## config.mk

```make
export PLATFORM = sky130hd
export DESIGN_NAME = hazard_scoreboard_unit
export DESIGN_NICKNAME = d
export VERILOG_FILES = /design/src/rtl/hazard_scoreboard_unit.sv
export SDC_FILE = /design/constraint.sdc
export NUM_CORES = 1
export LEC_CHECK = 0
export BUFFER_PORTS_ARGS = -buffer_cell sky130_fd_sc_hd__buf_2
export CAP_MARGIN = 10
export CORE_UTILIZATION = 35
export CTS_CLUSTER_SIZE = 30
export DETAILED_ROUTE_END_ITERATION = 16
export SETUP_SLACK_MARGIN = 0.3
export SLEW_MARGIN = 20
export SYNTH_ARGS = -nofsm -noshare
export SYNTH_HDL_FRONTEND = slang
export SYNTH_SLANG_ARGS = --single-unit
```

## constraint.sdc

```tcl
create_clock -name CLK -period 2.5 [get_ports CLK]
set_input_delay 0.5 -clock CLK [delete_from_list [all_inputs] [get_ports CLK]]
set_output_delay 0.5 -clock CLK [all_outputs]
set_load 0.01 [all_outputs]
```

## src/rtl/hazard_scoreboard_unit.sv

```systemverilog
// Hazard unit for the 5-stage pipeline: branch flushes, RAW stall/forward
// selection, and a one-deep multi-cycle scoreboard with a stall counter.
module hazard_scoreboard_unit #(
    parameter int REGW   = 5,
    parameter int NSRC   = 2,
    parameter int FWD_EN = 1,
    parameter int LATW   = 4,
    parameter int SCNTW  = 16
) (
    input  logic                   CLK,
    input  logic                   RST,
    input  logic [NSRC*REGW-1:0]   src_reg,
    input  logic [NSRC-1:0]        src_vld,
    input  logic                   id_mc,
    input  logic [REGW-1:0]        ex_wreg,
    input  logic                   ex_regWEN,
    input  logic                   ex_is_load,
    input  logic [REGW-1:0]        mem_wreg,
    input  logic                   mem_regWEN,
    input  logic                   branchorjump,
    input  logic                   branchorjump_wb,
    input  logic                   mc_issue,
    input  logic [REGW-1:0]        mc_dest,
    input  logic [LATW-1:0]        mc_lat,
    output logic                   flush2,
    output logic                   flush3,
    output logic                   disable_fetch,
    output logic [2*NSRC-1:0]      fwd_sel,
    output logic                   mc_busy,
    output logic                   mc_wb,
    output logic [REGW-1:0]        mc_wb_reg,
    output logic [SCNTW-1:0]       stall_cnt
);

    typedef enum logic [1:0] {
        MC_IDLE,
        MC_BUSY,
        MC_DONE
    } mc_state_e;

    localparam logic [LATW-1:0] LAT_ONE = LATW'(1);

    mc_state_e         state_q, state_d;
    logic [LATW-1:0]   cnt_q, cnt_d;
    logic [REGW-1:0]   pend_q, pend_d;
    logic [SCNTW-1:0]  stall_cnt_q, stall_cnt_d;

    logic              flush;
    logic              busy;
    logic              stall;
    logic [2*NSRC-1:0] fwd;
    logic              load_op;
    logic [LATW-1:0]   lat_eff;

    always_comb begin
        logic [REGW-1:0] s;
        logic            live;
        logic            ex_hit;
        logic            mem_hit;
        flush = branchorjump | branchorjump_wb;
        busy  = (state_q != MC_IDLE);
        stall = id_mc && (state_q == MC_BUSY);
        fwd   = '0;
        for (int i = 0; i < NSRC; i++) begin
            s       = src_reg[i*REGW +: REGW];
            live    = src_vld[i] && (s != '0);
            ex_hit  = live && ex_regWEN && (s == ex_wreg);
            mem_hit = live && mem_regWEN && (s == mem_wreg);
            if (FWD_EN != 0) begin
                if (ex_hit && ex_is_load) begin
                    stall = 1'b1;
                end
                if (ex_hit && !ex_is_load) begin
                    fwd[2*i +: 2] = 2'b01;
                end else if (mem_hit) begin
                    fwd[2*i +: 2] = 2'b10;
                end
            end else if (ex_hit || mem_hit) begin
                stall = 1'b1;
            end
            // pending result stays visible through DONE, its writeback cycle
            if (busy && live && (s == pend_q)) begin
                stall = 1'b1;
            end
        end
    end

    always_comb begin
        flush2        = 1'b0;
        flush3        = 1'b0;
        disable_fetch = 1'b0;
        fwd_sel       = '0;
        mc_busy       = 1'b0;
        mc_wb         = 1'b0;
        mc_wb_reg     = '0;
        if (!RST) begin
            if (flush) begin
                flush2 = 1'b1;
                flush3 = 1'b1;
            end else if (stall) begin
                flush2        = 1'b1;
                disable_fetch = 1'b1;
            end
            fwd_sel = fwd;
            mc_busy = busy;
            if (state_q == MC_DONE) begin
                mc_wb     = 1'b1;
                mc_wb_reg = pend_q;
            end
        end
    end

    always_comb begin
        load_op = mc_issue && !flush;
        lat_eff = (mc_lat == '0) ? LAT_ONE : mc_lat;
        state_d = state_q;
        cnt_d   = cnt_q;
        pend_d  = pend_q;
        unique case (state_q)
            MC_BUSY: begin
                cnt_d = cnt_q - LAT_ONE;
                if (cnt_d == LAT_ONE) begin
                    state_d = MC_DONE;
                end
            end
            MC_IDLE, MC_DONE: begin
                state_d = MC_IDLE;
                if (load_op) begin
                    pend_d  = mc_dest;
                    cnt_d   = lat_eff;
                    // single-cycle ops reach writeback without a BUSY cycle
                    state_d = (lat_eff == LAT_ONE) ? MC_DONE : MC_BUSY;
                end
            end
            default: state_d = MC_IDLE;
        endcase
        stall_cnt_d = stall_cnt_q;
        if (disable_fetch && (stall_cnt_q != '1)) begin
            stall_cnt_d = stall_cnt_q + SCNTW'(1);
        end
    end

    always_ff @(posedge CLK) begin
        if (RST) begin
            state_q     <= MC_IDLE;
            cnt_q       <= '0;
            pend_q      <= '0;
            stall_cnt_q <= '0;
        end else begin
            state_q     <= state_d;
            cnt_q       <= cnt_d;
            pend_q      <= pend_d;
            stall_cnt_q <= stall_cnt_d;
        end
    end

    assign stall_cnt = stall_cnt_q;

endmodule
```

==> Word level (Yosys, flattened, before mapping) <==
Index checks and enable logic that the tools add are counted.
{ "totals": {"output_inout_bits": 30, "in_bits": 40, "elab_cells": 80, "regBits": 27} }
{ "classes": {"n_bitwise": 1, "n_mux": 28, "n_eq_ne": 13, "addsub": 2, "n_reduce_logical": 32} }
{ "ops": {"columns": ["op", "n"], "rows": [
  ["equality test 5 bit", 6],
  ["logical AND 1 bit", 21],
  ["adder 16 x 1 -> 16 bit, second input constant", 1],
  ["!= test 16 bit, second input constant", 1],
  ["2-to-1 mux 1 bit", 14],
  ["2-to-1 mux 2 bit", 7],
  ["2-to-1 mux 4 bit", 3],
  ["2-to-1 mux 5 bit", 2],
  ["nonzero test 5 bit", 2],
  ["equality test 4 x 1 -> 1 bit, second input constant", 2],
  ["case mux 4 bit (2 select lines)", 1],
  ["logical NOT 4 bit", 1],
  ["case mux 2 bit (2 select lines)", 1],
  ["AND reduction 2 bit", 2],
  ["nonzero test 2 bit", 2],
  ["subtractor 4 x 1 -> 4 bit, second input constant", 1],
  ["equality test 2 x 1 -> 1 bit, second input constant", 1],
  ["equality test 2 bit, second input constant", 1],
  ["logical NOT 1 bit", 2],
  ["logical NOT 2 bit", 1],
  ["!= test 2 x 1 -> 1 bit, second input constant", 1],
  ["!= test 2 bit, second input constant", 1],
  ["OR reduction 2 bit", 1],
  ["bitwise OR 1 bit", 1]
]} }

==> Longest topological paths before layout <==
{ "logic_depth": {"ltp_word": 13, "ltp_mapped": 8, "depth_no_buf": 7} }

==> Least setup slack after synthesis <==
OpenSTA, ideal clock, no wires.
{ "synth_path": {"kind": "input port to output port", "startpoint": "in src_reg[1]", "endpoint": "out flush2", "required_time_ns": 2.000, "arrival_time_ns": 1.985, "path_slack_ns": 0.015, "path_buffers": 1, "cell_stages": 7, "path_cell_list": "or4_1 > o21ai_2 > nand4b_1 > a21boi_2 > nor4_4 > buf_4 > a21oi_1"} }
{ "synth_between": {"elab_chain_len": 12, "word_cells_on_any_way": 16, "classes_between": "2 x eq/ne; 7 x mux; 7 x reduce/logical"} }
{ "synth_lines": {"columns": ["element", "line_no", "rtl"], "rows": [
  ["start, declared", "12", "input logic [NSRC*REGW-1:0] src_reg,"],
  ["nonzero test 5 bit", "66", "live = src_vld[i] && (s != '0);"],
  ["logical AND 1 bit", "66", null],
  ["logical AND 1 bit (2 in a row)", "67", "ex_hit = live && ex_regWEN && (s == ex_wreg);"],
  ["logical AND 1 bit", "70", "if (ex_hit && ex_is_load) begin"],
  ["2-to-1 mux 1 bit", "70", null],
  ["2-to-1 mux 1 bit (*)", "82", "if (busy && live && (s == pend_q)) begin"],
  ["2-to-1 mux 1 bit (*)", "70", null],
  ["2-to-1 mux 1 bit (*)", "82", null],
  ["2-to-1 mux 1 bit (*)", "100", "end else if (stall) begin"],
  ["2-to-1 mux 1 bit (*)", "97", "if (flush) begin"],
  ["2-to-1 mux 1 bit (*)", "96", "if (!RST) begin"],
  ["end, declared", "25", "output logic flush2,"]
]} }
Every way passes the cells marked *; elsewhere a longest branch is shown, timed or not.

==> Worst setup path after layout <==
{ "layout_path": {"startpoint": "in src_reg[6]", "endpoint": "out disable_fetch"} }
{ "layout_between": {"elab_chain_len": 10, "word_cells_on_any_way": 14, "classes_between": "2 x eq/ne; 5 x mux; 7 x reduce/logical"} }
{ "layout_lines": {"columns": ["element", "line_no", "rtl"], "rows": [
  ["nonzero test 5 bit", "66", null],
  ["logical AND 1 bit", "66", null],
  ["logical AND 1 bit (2 in a row)", "67", null],
  ["logical AND 1 bit", "70", null],
  ["2-to-1 mux 1 bit", "70", null],
  ["2-to-1 mux 1 bit (*)", "82", null],
  ["2-to-1 mux 1 bit (*)", "100", null],
  ["2-to-1 mux 1 bit (*)", "97", null],
  ["2-to-1 mux 1 bit (*)", "96", null],
  ["end, declared", "27", "output logic disable_fetch,"]
]} }
Marked as above.

==> impl.org <==
** Critical path
- Type of element launching the critical path :: primary input
- Reg2Reg Launch Point :: pend_q[1]$_SDFFE_PP0P_
- FF-to-FF path depth :: 7
- Required time reported for the critical path endpoint :: 2.00 ns
- CP max stage delay :: 0.53 ns
- CP cell instances :: buf_6 > or4_4 > o21ai_4 > nand4b_1 > a21boi_2 > o41a_4 > buf_6
- The slowest stage of the critical path is the sky130_fd_sc_hd__or4_4 cell.
- Worst R2R End :: stall_cnt[8]$_SDFFE_PP0P_
- Along the worst path, the maximum fanout reaches 3.
- Counting stages on the worst path, the most repeated cell is sky130_fd_sc_hd__buf_6.
- STA classifies the critical path endpoint as an output pin.
- The critical path is of the in -> out type.
- Worst Path Arrival :: 2.08 ns
- In this run the register-to-register setup slack is 0.25 ns.

** Drt
- After detailed routing, the number of remaining DRC violations is 0.
- In the routed layout, each cell is associated on average with a via count of 5.159.
- Antenna-violating nets left :: 0
- Average routed wire per standard cell :: 13.84 um
- Final wirelength :: 5468 um
- The first TritonRoute pass finished after 4 iterations.
- Via total after detailed routing :: 2038
- Count of routing violations after the opening detailed-route iteration :: 89

** Run
- Max Cap Viol :: 0

** Synthesis
- Largest cells by area after synthesis :: sky130_fd_sc_hd__dfxtp_1 (28%), sky130_fd_sc_hd__xor2_1 (8.2%), sky130_fd_sc_hd__xnor2_1 (6.4%)
- Top cells by count, synth :: sky130_fd_sc_hd__dfxtp_1 (27), sky130_fd_sc_hd__nor2_1 (21), sky130_fd_sc_hd__xor2_1 (18), sky130_fd_sc_hd__xnor2_1 (14), sky130_fd_sc_hd__nand3_1 (13)
- Biggest area consumer among synthesized cells :: sky130_fd_sc_hd__dfxtp_1
- The number of nets in the synthesized netlist is 273.
- Netlist cell types :: 45
- The synthesized netlist occupies a cell area of 1918 um^2.
- Counting every instance in the synthesized netlist gives 230.
- The top cell type by area accounts for 28.18% of the synthesized area.
- In the post-synthesis netlist, the cell with the most instances is sky130_fd_sc_hd__dfxtp_1.
- Fraction of registers with async set/reset :: 0%
- Number of synthesized register bits :: 27
- Avg Cell Area, Syn :: 8.340 um^2
- Synth warnings :: 0
- In the synthesized netlist the dominant register cell turns out to be sky130_fd_sc_hd__dfxtp_1.
- Number of flops mapped to enable cells by yosys :: 0
- Share of the yosys chip area belonging to registers :: 28.18%

** Timing
- After layout, the minimum clock period comes to 2.585 ns.
- In this run the tightest slew margin relative to its limit is 69.11%.
- The number of pins with negative max-slew slack in the final report was 0.
- Hold slack final :: 0.4736 ns
- Worst-margin pin slew :: 0.4595 ns
- Setup violations remaining at the end of the flow were counted as 3.
- Final hold violation count :: 0
- In the post-route analysis, the smallest setup slack over all paths is -0.08477 ns.
- Worst setup skew after layout :: 0.009026 ns
- In the finished design, the share of the clock period the worst path needs comes to 103.4%.
- Timing would allow up to 386.9 MHz.
- Setup repair after global routing missed its margin :: true

** Power and ir drop
- The analysis attributes to cell leakage a power of 1.153 nW.
- Power per cell area :: 334.4 nW/um^2
- Worst IR Drop VDD :: 0.2171 mV

** Global route
- Combined global-route utilization of all metal layers :: 19.54%
- The number of antenna violations at the first check in global routing came to 0.
- The number of global-route vias before repair is 1901.
- Global routing used 31.55% of the available met2 tracks.
- The first global-routing pass estimated 9239 um of wire.
- Entering global routing, the biggest net connects 18 pins.
- For this run the aggregate overflow at the end of global routing stands at 0.
- After global routing, the most crowded layer is met2.
- Global routing used 27.51% of the available met1 tracks.
- Global routing consumed, on the met3 layer, 2.275% of the routing resources.

** CTS
- Maximum root-to-sink buffer count :: 2
- Total clock sinks :: 27
- Cell at the root of the clock tree :: sky130_fd_sc_hd__clkbuf_8
- Clock-pin slew was measured on the worst setup and hold paths at 0.08 ns.
- Clock insertion delay at the later pin of the skew report :: 0.27 ns
- Clock tree synthesis inserted a total of 3 buffers.
- H-tree lvl count :: 1
- Hold buffer count at cts :: 0
- Clock tree from TritonCTS :: done

** Placement
- Routability-driven placement finished with a final weighted congestion of 0.8023.
- DP HPWL :: 4258 um
- Before CTS, the worst setup slack after placement is -0.1573 ns.
- Port Buffer Count :: 69
- Inst Count DP :: 387

** Min path
- The path class of the tightest hold or removal check is in -> reg.
- Worst min-delay path startpoint :: mc_dest[4]
- For hold timing, the worst endpoint is pend_q[4]$_SDFFE_PP0P_.
- Hold Path Stages :: 3

** Die
- The total area inside the core boundary comes to 5205 um^2.
- Starting density of the core :: 36.85%
- I/O Pins :: 70
- Horizontal die dimension :: 76.03 um
- Overall die height :: 76.03 um
- The die covers 5781 um^2.
- Row generation in the floorplan step produced 26 rows.

** Finish
- Area added between synthesis and finish :: 42.92%
- Registers take 540.5 um^2.
- Finished Layout Cells :: 395
- Filler Cells Inserted :: 510
- Area occupied by multi-input gates :: 1395 um^2
- In the final design database the tool counted 369 nets.
- The repair_antennas step left the layout with diodes totalling 0.
- Share of post-route cells with drive strength above 1 :: 38.77%

** Run status
- The checks that failed: negative setup slack.
- The flow ran to the end, but the final reports show violations.
[stage by stage]
step | area, um^2 | utilization, % | TNS (ns) | power [mW]
finish | 2741 | 52.67 | -0.1175 | 0.9167
global route | 2741 | 52.67 | -0.4339 | 0.9696
CTS | 2654 | 50.99 | -0.1364 | 0.9196
detailed placement | 2532 | 48.65 | -0.5889 | 0.6681
global placement | 2532 | 48.65 | -0.4590 | 0.6663
floorplan | 1926 | - | 0 | 0.5639
[registers in the layout (all words and copies together), names as in the netlist]
name,count
pend_q,5
state_q,2
cnt_q,4
stall_cnt,16
[cells by family after synthesis]
family / Yosys count / share of synthesized area, %
flops: 27 / 28.18
fa+ha+maj: 3 / 1.957
simple gates: 100 / 30.40
compound gates: 42 / 16.31
buf+inv: 17 / 3.718
xor+xnor: 32 / 14.61
mux: 9 / 4.827
[cells in the final DEF (no fill, tap or decap), types with 2 or more instances in the layout]
cell | netlist | routed
sky130_fd_sc_hd__nor2_1 | 21 | 19
sky130_fd_sc_hd__xnor2_1 | 14 | 14
sky130_fd_sc_hd__nor4_1 | 6 | 5
sky130_fd_sc_hd__nand4_1 | 8 | 8
sky130_fd_sc_hd__inv_1 | 7 | 7
sky130_fd_sc_hd__dfxtp_1 | 27 | 27
sky130_fd_sc_hd__a21oi_1 | 11 | 10
sky130_fd_sc_hd__mux2i_1 | 7 | 7
sky130_fd_sc_hd__o21a_1 | 2 | 2
sky130_fd_sc_hd__nand3_1 | 13 | 11
sky130_fd_sc_hd__or4_4 | 0 | 2
sky130_fd_sc_hd__nor3_1 | 9 | 6
sky130_fd_sc_hd__o21ai_0 | 3 | 3
sky130_fd_sc_hd__and2_1 | 7 | 7
sky130_fd_sc_hd__buf_4 | 2 | 27
sky130_fd_sc_hd__or4_1 | 5 | 3
sky130_fd_sc_hd__nor4_2 | 2 | 3
sky130_fd_sc_hd__nand4b_1 | 2 | 2
sky130_fd_sc_hd__a211oi_1 | 3 | 3
sky130_fd_sc_hd__o21ai_4 | 0 | 2
sky130_fd_sc_hd__buf_6 | 0 | 8
sky130_fd_sc_hd__o31ai_1 | 3 | 3
sky130_fd_sc_hd__xor2_1 | 18 | 17
sky130_fd_sc_hd__o311ai_0 | 5 | 5
sky130_fd_sc_hd__and3_1 | 7 | 7
sky130_fd_sc_hd__nor3_2 | 0 | 3
sky130_fd_sc_hd__nand2_1 | 8 | 7
sky130_fd_sc_hd__o41ai_1 | 6 | 6
sky130_fd_sc_hd__clkbuf_8 | 0 | 3
sky130_fd_sc_hd__buf_2 | 0 | 63
sky130_fd_sc_hd__nor2b_1 | 5 | 5
sky130_fd_sc_hd__ha_1 | 3 | 3
[final cells by class]
| class | instances | area share, % |
|---|---|---|
| Multi-Input combinational cell | 186 | 50.89 |
| Clock buffer | 4 | 1.643 |
| Sequential cell | 27 | 19.72 |
| Inverter | 8 | 1.095 |
| Tap cell | 70 | 3.195 |
| Timing Repair Buffer | 100 | 23.46 |
[power by group]
group | total [mW] | switching [mW] | internal, mW
Clock | 0.242 | 0.128 | 0.114
Sequential | 0.448 | 0.00935 | 0.439
Combinational | 0.226 | 0.113 | 0.113
Total | 0.917 | 0.250 | 0.666
[per-layer routing]
| layer | wire length [um] | vias up | share of wire [%] |
|---|---|---|---|
| li1 | - | 1043 | - |
| met4 | 57 | 0 | 1.0 |
| met2 | 2528 | 56 | 46 |
| met5 | 0 | - | 0 |
| met3 | 222 | 4 | 4.1 |
| met1 | 2659 | 935 | 49 |
[how the worst max path moves through the flow]
| stage | from | to | slack (ns) | depth (start not counted) |
|---|---|---|---|---|
| floorplan | src_reg[1] | flush2 | 0.03 | 7 |
| global placement | src_reg[1] | disable_fetch | -0.12 | 7 |
| detailed placement | src_reg[1] | disable_fetch | -0.16 | 7 |
| CTS | src_reg[6] | disable_fetch | -0.09 | 7 |
| global route | src_reg[6] | disable_fetch | -0.15 | 7 |
| finish | src_reg[6] | disable_fetch | -0.08 | 7 |
[worst max-delay path: cells and delay by family]
family | cells | cell delay (ns)
and+or+nand+nor | 2 | 0.70
AOI/OAI and AO/OA | 3 | 0.66
buffers and inverters | 2 | 0.22
[repair_timing]
action / 4_1_cts / 5_1_grt
pin swaps: 2 / 0
setup buffers: 1 / 3
endpoints found under the setup margin: 19 / 22
resized for setup: 15 / 14
(Power assumes the default switching activity.)
